**src/rtl/a5_pkg.sv**
```systemverilog
// rtl/a5_pkg.sv - shared constants, register map and FSM states for the A5/1 key setup
package a5_pkg;

  // Register geometry, feedback tap masks and majority clocking bit positions
  localparam int R1_WIDTH = 19;
  localparam int R2_WIDTH = 22;
  localparam int R3_WIDTH = 23;

  localparam logic [R1_WIDTH-1:0] R1_TAPS = 19'h7_2000;   // bits 18,17,16,13
  localparam logic [R2_WIDTH-1:0] R2_TAPS = 22'h30_0000;  // bits 21,20
  localparam logic [R3_WIDTH-1:0] R3_TAPS = 23'h70_0080;  // bits 22,21,20,7

  localparam int R1_CLK_BIT = 8;
  localparam int R2_CLK_BIT = 10;
  localparam int R3_CLK_BIT = 10;

  // Key schedule phase lengths
  localparam int DEF_KEY_BITS   = 64;
  localparam int DEF_FRAME_BITS = 22;
  localparam int DEF_MIX_CYCLES = 100;

  // Word offsets (byte address bits [3:2])
  localparam logic [1:0] REG_KEY_LO = 2'd0;
  localparam logic [1:0] REG_KEY_HI = 2'd1;
  localparam logic [1:0] REG_FRAME  = 2'd2;
  localparam logic [1:0] REG_CTRL   = 2'd3;

  typedef enum logic [2:0] {
    ST_IDLE,
    ST_LOAD_KEY,
    ST_LOAD_FRAME,
    ST_MIX,
    ST_HANDOFF
  } ks_state_t;

  function automatic logic majority3(input logic a, input logic b, input logic c);
    return (a & b) | (a & c) | (b & c);
  endfunction

endpackage

```
**src/rtl/a5_ks_lfsr.sv**
```systemverilog
// rtl/a5_ks_lfsr.sv - one A5/1 shift register with feedback taps and external bit injection
module a5_ks_lfsr #(
  parameter int               WIDTH   = 19,
  parameter logic [WIDTH-1:0] TAPS    = '0,
  parameter int               CLK_BIT = 8
) (
  input  logic             clk,
  input  logic             reset,
  input  logic             clear,
  input  logic             step_en,
  input  logic             in_bit,
  output logic [WIDTH-1:0] state,
  output logic             clk_bit
);

  logic feedback;

  assign feedback = (^(state & TAPS)) ^ in_bit;
  assign clk_bit  = state[CLK_BIT];

  // Shift in the feedback bit on each enabled step; clear zeroes for a new schedule
  always_ff @(posedge clk) begin
    if (reset || clear) begin
      state <= '0;
    end else if (step_en) begin
      state <= {state[WIDTH-2:0], feedback};
    end
  end

endmodule

```
**src/rtl/a5_key_setup.sv**
```systemverilog
// rtl/a5_key_setup.sv - Wishbone-programmed A5/1 key schedule with valid/ready state handoff
module a5_key_setup
  import a5_pkg::*;
#(
  parameter int MIX_CYCLES = DEF_MIX_CYCLES,
  parameter int KEY_BITS   = DEF_KEY_BITS,
  parameter int FRAME_BITS = DEF_FRAME_BITS
) (
  input  logic                clk,
  input  logic                reset,
  input  logic                wbs_stb_i,
  input  logic                wbs_cyc_i,
  input  logic                wbs_we_i,
  input  logic [3:0]          wbs_sel_i,
  input  logic [31:0]         wbs_dat_i,
  input  logic [31:0]         wbs_adr_i,
  output logic                wbs_ack_o,
  output logic [31:0]         wbs_dat_o,
  output logic                ld_valid,
  input  logic                ld_ready,
  output logic [R1_WIDTH-1:0] ld_r1,
  output logic [R2_WIDTH-1:0] ld_r2,
  output logic [R3_WIDTH-1:0] ld_r3
);

  localparam logic [7:0] KEY_LAST   = 8'(KEY_BITS - 1);
  localparam logic [7:0] FRAME_LAST = 8'(FRAME_BITS - 1);
  localparam logic [7:0] MIX_LAST   = 8'(MIX_CYCLES - 1);

  // Bus side
  logic        access;
  logic        req_we;
  logic [1:0]  req_reg;
  logic [31:0] req_dat;
  logic [31:0] rd_word;
  logic        wr_cycle;
  logic        cfg_wr;
  logic        start_go;

  // Programmed values and status
  logic [63:0] key_q;
  logic [21:0] frame_q;
  logic        done_q;
  logic        busy;

  // Schedule control
  ks_state_t   state_q;
  ks_state_t   state_d;
  logic [7:0]  step_cnt;
  logic        load_step;
  logic        mix_step;
  logic        in_bit;
  logic        maj;

  // Register bank
  logic [R1_WIDTH-1:0] r1_state;
  logic [R2_WIDTH-1:0] r2_state;
  logic [R3_WIDTH-1:0] r3_state;
  logic                r1_clk;
  logic                r2_clk;
  logic                r3_clk;
  logic                r1_en;
  logic                r2_en;
  logic                r3_en;

  logic unused_bus_bits;
  assign unused_bus_bits = ^{wbs_sel_i, wbs_adr_i[31:4], wbs_adr_i[1:0]};

  assign access = wbs_stb_i & wbs_cyc_i & ~wbs_ack_o;
  assign busy   = (state_q != ST_IDLE);

  // Writes take effect in the ack cycle so the schedule starts the cycle after the ack
  assign wr_cycle = wbs_ack_o & req_we;
  assign cfg_wr   = wr_cycle & ~busy;
  assign start_go = cfg_wr & (req_reg == REG_CTRL) & req_dat[0];

  // Read mux, decoded from the live address during the access cycle
  always_comb begin
    rd_word = '0;
    case (wbs_adr_i[3:2])
      REG_KEY_LO: rd_word = key_q[31:0];
      REG_KEY_HI: rd_word = key_q[63:32];
      REG_FRAME:  rd_word = {10'd0, frame_q};
      default:    rd_word = {30'd0, done_q, busy};
    endcase
  end

  // Single-cycle ack, read data presented only alongside ack, write request captured
  always_ff @(posedge clk) begin
    if (reset) begin
      wbs_ack_o <= 1'b0;
      wbs_dat_o <= '0;
      req_we    <= 1'b0;
      req_reg   <= '0;
      req_dat   <= '0;
    end else begin
      wbs_ack_o <= access;
      wbs_dat_o <= (access && !wbs_we_i) ? rd_word : '0;
      if (access) begin
        req_we  <= wbs_we_i;
        req_reg <= wbs_adr_i[3:2];
        req_dat <= wbs_dat_i;
      end else begin
        req_we  <= 1'b0;
      end
    end
  end

  // Key and frame registers; updates while busy are dropped
  always_ff @(posedge clk) begin
    if (reset) begin
      key_q   <= '0;
      frame_q <= '0;
    end else if (cfg_wr) begin
      case (req_reg)
        REG_KEY_LO: key_q[31:0]  <= req_dat;
        REG_KEY_HI: key_q[63:32] <= req_dat;
        REG_FRAME:  frame_q      <= req_dat[21:0];
        default:    ;
      endcase
    end
  end

  // Sticky done: cleared by a new start, set when the generator takes the state
  always_ff @(posedge clk) begin
    if (reset) begin
      done_q <= 1'b0;
    end else if (start_go) begin
      done_q <= 1'b0;
    end else if (state_q == ST_HANDOFF && ld_ready) begin
      done_q <= 1'b1;
    end
  end

  // FSM state register
  always_ff @(posedge clk) begin
    if (reset) begin
      state_q <= ST_IDLE;
    end else begin
      state_q <= state_d;
    end
  end

  // Next state, input bit selection and step qualifiers
  always_comb begin
    state_d   = state_q;
    in_bit    = 1'b0;
    load_step = 1'b0;
    mix_step  = 1'b0;
    case (state_q)
      ST_IDLE: begin
        if (start_go) state_d = ST_LOAD_KEY;
      end
      ST_LOAD_KEY: begin
        load_step = 1'b1;
        in_bit    = key_q[step_cnt[5:0]];
        if (step_cnt == KEY_LAST) state_d = ST_LOAD_FRAME;
      end
      ST_LOAD_FRAME: begin
        load_step = 1'b1;
        in_bit    = frame_q[step_cnt[4:0]];
        if (step_cnt == FRAME_LAST) state_d = ST_MIX;
      end
      ST_MIX: begin
        mix_step = 1'b1;
        if (step_cnt == MIX_LAST) state_d = ST_HANDOFF;
      end
      ST_HANDOFF: begin
        if (ld_ready) state_d = ST_IDLE;
      end
      default: state_d = ST_IDLE;
    endcase
  end

  // Phase step counter: restarts at every state change, only counts in stepping phases
  always_ff @(posedge clk) begin
    if (reset || (state_d != state_q)) begin
      step_cnt <= '0;
    end else if (load_step || mix_step) begin
      step_cnt <= step_cnt + 8'd1;
    end
  end

  // Majority clocking: in MIX a register steps only when its clock bit agrees with the vote
  assign maj   = majority3(r1_clk, r2_clk, r3_clk);
  assign r1_en = load_step | (mix_step & (r1_clk == maj));
  assign r2_en = load_step | (mix_step & (r2_clk == maj));
  assign r3_en = load_step | (mix_step & (r3_clk == maj));

  a5_ks_lfsr #(.WIDTH(R1_WIDTH), .TAPS(R1_TAPS), .CLK_BIT(R1_CLK_BIT)) u_r1 (
    .clk     (clk),
    .reset   (reset),
    .clear   (start_go),
    .step_en (r1_en),
    .in_bit  (in_bit),
    .state   (r1_state),
    .clk_bit (r1_clk)
  );

  a5_ks_lfsr #(.WIDTH(R2_WIDTH), .TAPS(R2_TAPS), .CLK_BIT(R2_CLK_BIT)) u_r2 (
    .clk     (clk),
    .reset   (reset),
    .clear   (start_go),
    .step_en (r2_en),
    .in_bit  (in_bit),
    .state   (r2_state),
    .clk_bit (r2_clk)
  );

  a5_ks_lfsr #(.WIDTH(R3_WIDTH), .TAPS(R3_TAPS), .CLK_BIT(R3_CLK_BIT)) u_r3 (
    .clk     (clk),
    .reset   (reset),
    .clear   (start_go),
    .step_en (r3_en),
    .in_bit  (in_bit),
    .state   (r3_state),
    .clk_bit (r3_clk)
  );

  assign ld_valid = (state_q == ST_HANDOFF);
  assign ld_r1    = r1_state;
  assign ld_r2    = r2_state;
  assign ld_r3    = r3_state;

endmodule
```
**config.mk**
```make
export PLATFORM = sky130hd
export DESIGN_NAME = a5_key_setup
export DESIGN_NICKNAME = d
export VERILOG_FILES = /design/src/rtl/a5_pkg.sv /design/src/rtl/a5_ks_lfsr.sv /design/src/rtl/a5_key_setup.sv
export SDC_FILE = /design/constraint.sdc
export NUM_CORES = 1
export LEC_CHECK = 0
export ABC_AREA = 1
export ABC_CLOCK_PERIOD_IN_PS = 1600
export CORE_MARGIN = 3
export CORE_UTILIZATION = 47
export DETAILED_ROUTE_END_ITERATION = 12
export HOLD_SLACK_MARGIN = 0.05
export PLACE_DENSITY = 0.76
export SYNTH_ARGS = -nofsm -noshare
export SYNTH_HDL_FRONTEND = slang
export SYNTH_SLANG_ARGS = --single-unit
```
**constraint.sdc**
```tcl
create_clock -name clk -period 1.6 [get_ports clk]
set_clock_uncertainty 0.1 [all_clocks]
set_input_delay 0.32 -clock clk [delete_from_list [all_inputs] [get_ports clk]]
set_output_delay 0.32 -clock clk [all_outputs]
set_load 0.03 [all_outputs]
```
* Word-level counts from Yosys, hierarchy flattened
Index checks and enable logic that the tools add are counted.
Cells by class: add/subtract/negate cells 1, magnitude comparators 2, eq/ne operators 16, mux-type cells 14, bitwise gates (word level) 24, reductions and logical operators 20
Operator list (count):
- $pmux W32 S3 | 1
- $reduce_xor A23 Y1 | 1
- $reduce_xor A22 Y1 | 1
- $reduce_xor A19 Y1 | 1
- $mux W3 | 5
- $pmux W3 S5 | 1
- $and A1 B1 Y1 | 12
- $add A8 B1 Y8 const B | 1
- $eq A8 B5 Y1 const B | 1
- $eq A8 B6 Y1 const B | 1
- $eq A8 B7 Y1 const B | 1
- $reduce_or A2 Y1 | 4
- $lt A6 B7 Y1 const B | 1
- $bmux W1 S6 | 1
- $eq A2 B2 Y1 const B | 3
- $eq A3 B2 Y1 const B | 2
- $lt A5 B6 Y1 const B | 1
- $reduce_and A2 Y1 | 3
- $bmux W1 S5 | 1
- $or A1 B1 Y1 | 5
- $eq A2 B1 Y1 const B | 2
- $logic_not A2 Y1 | 2
- $mux W1 | 4
- $not A1 Y1 | 4
- 11 further kinds | 18
Word-level totals: flip-flop bits (word level) 230, input bits 74, output and inout port bits 98, logic and storage cells 91

* Longest topological paths before layout
depth in word-level cells 9, mapped depth 16, gate-level depth less buffers 14

* Cells and area by module
Synthesis repeated with hierarchy kept, for this count alone.
Second synthesis, totals: cells, all modules 1321, area total of the unflattened synthesis 9640.5 um2
By module, submodules not included:
- a5_key_setup | times used 1, cells an instance 1001, area each 7101.8 um2, sequential area each 3323.2 um2
- a5_ks_lfsr at u_r3 | times used 1, cells an instance 117, area each 923.4 um2, sequential area each 460.4 um2
- a5_ks_lfsr at u_r2 | times used 1, cells an instance 105, area each 814.5 um2, sequential area each 440.4 um2
- a5_ks_lfsr at u_r1 | times used 1, cells an instance 98, area each 800.8 um2, sequential area each 380.4 um2

* Worst setup path after synthesis
Ideal clock, no wire load.
path type register -> register, start point register wbs_ack_o, end point register u_r3.state[0], setup time 0.119 ns, arrival time 1.498 ns, required time 1.381 ns, path slack -0.117 ns, cell stages (with the launch flop) 10, path buffers 2, clock period less this slack 1.717 ns, cell sequence dfxtp_1 > nand4_4 > inv_2 > nand4_2 > nand2_4 > inv_2 > buf_6 > buf_2 > o21ai_0 > nor2_2
Between the ends: cells in the longest elaborated chain, start to end 5
RTL lines:
- start: declaration | line a5_key_setup.sv:17 | output logic wbs_ack_o,
- start signal: assignment | line a5_key_setup.sv:97 | wbs_ack_o <= access;
- $and A1 B1 Y1 | line a5_key_setup.sv:73 | assign wr_cycle = wbs_ack_o & req_we;
- $and A1 B1 Y1 | line a5_key_setup.sv:74 | assign cfg_wr = wr_cycle & ~busy;
- $and A1 B1 Y1 (2 in a row) | line a5_key_setup.sv:75 | assign start_go = cfg_wr & (req_reg == REG_CTRL) & req_dat[0];
- $logic_or A1 B1 Y1 | line a5_ks_lfsr.sv:23 | if (reset || clear) begin
- end signal: assignment | line a5_ks_lfsr.sv:26 | state <= {state[WIDTH-2:0], feedback};
- end: declaration | line a5_ks_lfsr.sv:12 | output logic [WIDTH-1:0] state,
Every way passes these cells. A chain may end at the register's enable or synchronous reset.

* Worst setup path in the final report
start point register step_cnt[0], end point register u_r3.state[0]
Between the ends: cells in the longest elaborated chain, start to end 4, elaborated cells between the ends (all ways) 6, classes of those cells 5 x mux; 1 x bitwise
RTL lines:
- start: declaration | line a5_key_setup.sv:49 | logic [7:0] step_cnt;
- start signal: assignment | line a5_key_setup.sv:180 | step_cnt <= step_cnt + 8'd1;
- $bmux W1 S6 / $bmux W1 S5 (equally long branches) | line a5_key_setup.sv:156, a5_key_setup.sv:161
- $mux W1, on equally long branches | line a5_key_setup.sv:156, a5_key_setup.sv:161
- $pmux W1 S2 (*) | line a5_key_setup.sv:150 | case (state_q)
- $xor A1 B1 Y1 (*) | line a5_ks_lfsr.sv:18 | assign feedback = (^(state & TAPS)) ^ in_bit;
Mark *: on every way between the ends. The rest lies on a longest branch, timed or not. The select of a mux whose other input is x is not followed.

==> results.md <==
* Main synth FF type: dfxtp_1
* Violated checks: setup timing
* GRT Total Usage at 0.256
* Final nets at about 1600
* Placed cells at between 1500 and 2000
* Final worst path period need at ~2000 ps
* Distinct cells, synth at 39
* Max Slew Vio Count at 0
* Post-DR wirelength/cell at between 15 and 20 um
* CTS Buf Count at 24
* Final instance area at between 0.01 and 0.015 mm2
* Setup violators final at ~170
* Wirelength, routed at around 32000 um
* Die ar. at between 0.02 and 0.025 mm2
* Slew @ Worst Pin at roughly 550 ps
* Max Cap Viol at 0
* Post-Layout Cell Count at 1806
* Register with the most flip-flops: key_q
* Die Y at roughly 150 um
* Crit path DAT at 2330 ps
* Final hold viol count at 0
* Vias in the first global route at ~8900
* Hold Path Class: primary input to register
* Yosys reg bits at 230
* Clock power frac at 0.470
* Reg power frac at 0.484
* Pwr Density at 879 mW/mm2
* RSZ-0062 raised after global routing: true
* Post-synth EDFFs at 0
* 1st-iter DRT viols at ~940
* Vias per std cell at ~5.5
* Outcome: complete, but fails checks
* Routed Antenna Nets at 0
* Grt ovf at 0
* Max FFs per register at 64
* Tcrit/Tclk final at 1.23
* NetSw at between 2000 and 3000 uW
* Post-Syn Instances at 1249
* Top cells by area, synth: dfxtp_1, o21ai_0, nor2_1
* Worst path required time at approximately 2000 ps
* Port Buffers at around 140
* Die X at around 150 um
* DRC viols at 0
* Clk Latency, worst-skew pair at approximately 520 ps
* Final core occ at 0.704
* Post-synthesis async set-or-reset flop share at 0
* Worst setup SP type: register
* Vias at 9895
* Maximum clock frequency at ~510 MHz
* Worst VDD drop at around 0.66 mV
* Routability cong. at ~0.95
* Placed Area at around 0.012 mm2
* Switching Share at 0.220
* Mapped cell area at about 0.0095 mm2
* Clk sinks at 230
* Syn nets at roughly 1300
* WS Path Type: register to register
* Root buffer cell: clkbuf_16
* Max-slew headroom at 0.632
* # diodes at 0
* Starting density of the core at 0.483
* Leak pwr at around 0.0057 uW
* Register-to-Register Setup Slack at -370 ps
* Synth warn at 0
* Largest registers: key_q (64), req_dat (32), wbs_dat_o (32)
* Layout cells sized above 1 at 0.312
* Clk slew on worst S/H paths at ~60 ps
* Fin Setup TNS at -20290 ps
* DP Wirelength at between 15000 and 20000 um
* Initial antenna violation count at 0
* Register area share after synthesis at 0.487
* H-Tree Depth at 1
* Setup crit end kind: register
* Most common cell in the synthesized netlist: dfxtp_1
* Core region area at ~0.020 mm2
* P_int at ~9500 uW
* Initial DRT Pass Iterations at 7
* Area Growth Syn to Fin at 45.9%
* Global-route wire length before repair at ~46000 um
* Final worst slack at -370 ps
* Syn Area/Cell at between 7 and 8 um2
* # IOs at 172
* Crit-path max FO at 36
* Post-synth top cells: dfxtp_1, nor2_1, o21ai_0, a21oi_1, nand2_1
* Top cell type's share of synthesized area at 0.487
* Pre-CTS setup slack at -470 ps
* CTS tree: done
* Largest net degree at the start of global routing at 37
* Row Count at 51
* Logic gate share of total power at 0.047
* Clock buffer depth at 3
* Cell taking the most area after synthesis: dfxtp_1
* Post-CTS Hold Fix Bufs at 0
==> power by group through the flow <==
stage                     registers, uW  clock network, uW  logic (uW)
final                              5870               5700         565
after global routing               5870               5990         604
after CTS                          5860               5740         531
after detailed placement           5980                  0         508
after global placement             5980                  0         501
after floorplan                    5960                  0         228
==> repair_timing <==
item | CTS | global route
setup buffers | 8 | 9
pin swaps | 15 | 23
hold endpoints to repair | 0 | 0
endpoints found under the setup margin | 259 | 185
resized for setup | 528 | 161
gates cloned | 3 | 10
==> final timing paths <==
kind	start	to	depth (start not counted)
max reg2reg	step_cnt[0]	u_r3.state[0]	8
min	wbs_we_i	req_we	3
min reg2reg	key_q[59]	wbs_dat_o[27]	2
max	step_cnt[0]	u_r3.state[0]	8
==> routing by layer <==
layer	global-route usage	vias up	share of wire
met2	0.420	527	0.47
li1	-	4677	-
met1	0.348	4600	0.40
met5	0	-	0
met3	0.0386	91	0.091
met4	0.0836	0	0.034
==> critical path, stage by stage, from the launching register on <==
cell and delay, ps:
dfxtp_4 370, buf_12 170, o21ai_0 310, nand4_1 150
a31oi_2 220, nand2_2 150, a21oi_1 270, nor2_2 80
nor2_2 70
==> stage by stage <==
stage                     power (uW)  hold WS (ps)
final                          12100           268
after global routing           12500           281
after CTS                      12100           258
after detailed placement        6490           356
after global placement          6480           343
after floorplan                 6190           285
==> final cells by class <==
| class | count | area, um2 |
|---|---|---|
| clock inverter | 10 | 125 |
| timing repair buffer | 325 | 3080 |
| timing repair inverter | 3 | 18.8 |
| fill | 1506 | 5790 |
| clock buffer | 32 | 672 |
| tap | 265 | 332 |
| inverter | 113 | 472 |
| multi-input combinational | 828 | 4480 |
| sequential | 230 | 4620 |
==> cell families (layout without fill, tap and decap cells) <==
group / Yosys count / in the layout / synth area share
compound gates: 376 / 376 / 0.207
fa+ha+maj: 3 / 3 / 0.00397
xor+xnor: 12 / 12 / 0.0111
buf+inv: 191 / 483 / 0.0930
simple gates: 437 / 437 / 0.198
flops: 230 / 230 / 0.487
==> placed cells by master, fill, tap and decap left out, types with 6 or more instances in the layout <==
cell and instances:
o21ai_0 86, nand3_1 53, o21ai_2 48, o21ai_1 59, clkinv_2 7, a21oi_2 18, nand2_2 9, buf_8 6
inv_1 93, a21oi_1 131, clkdlybuf4s15_2 43, clkbuf_16 28, nand2_1 122, buf_4 135, inv_4 10, buf_6 18
dfxtp_1 221, dfxtp_2 6, clkdlybuf4s50_1 39, nor2_2 17, buf_2 55, o22ai_1 17, inv_2 8, o211ai_1 6
buf_12 23, nand3_2 6, xor2_1 8, nor2_1 202
Note: power is estimated with default switching activity, not from simulation.
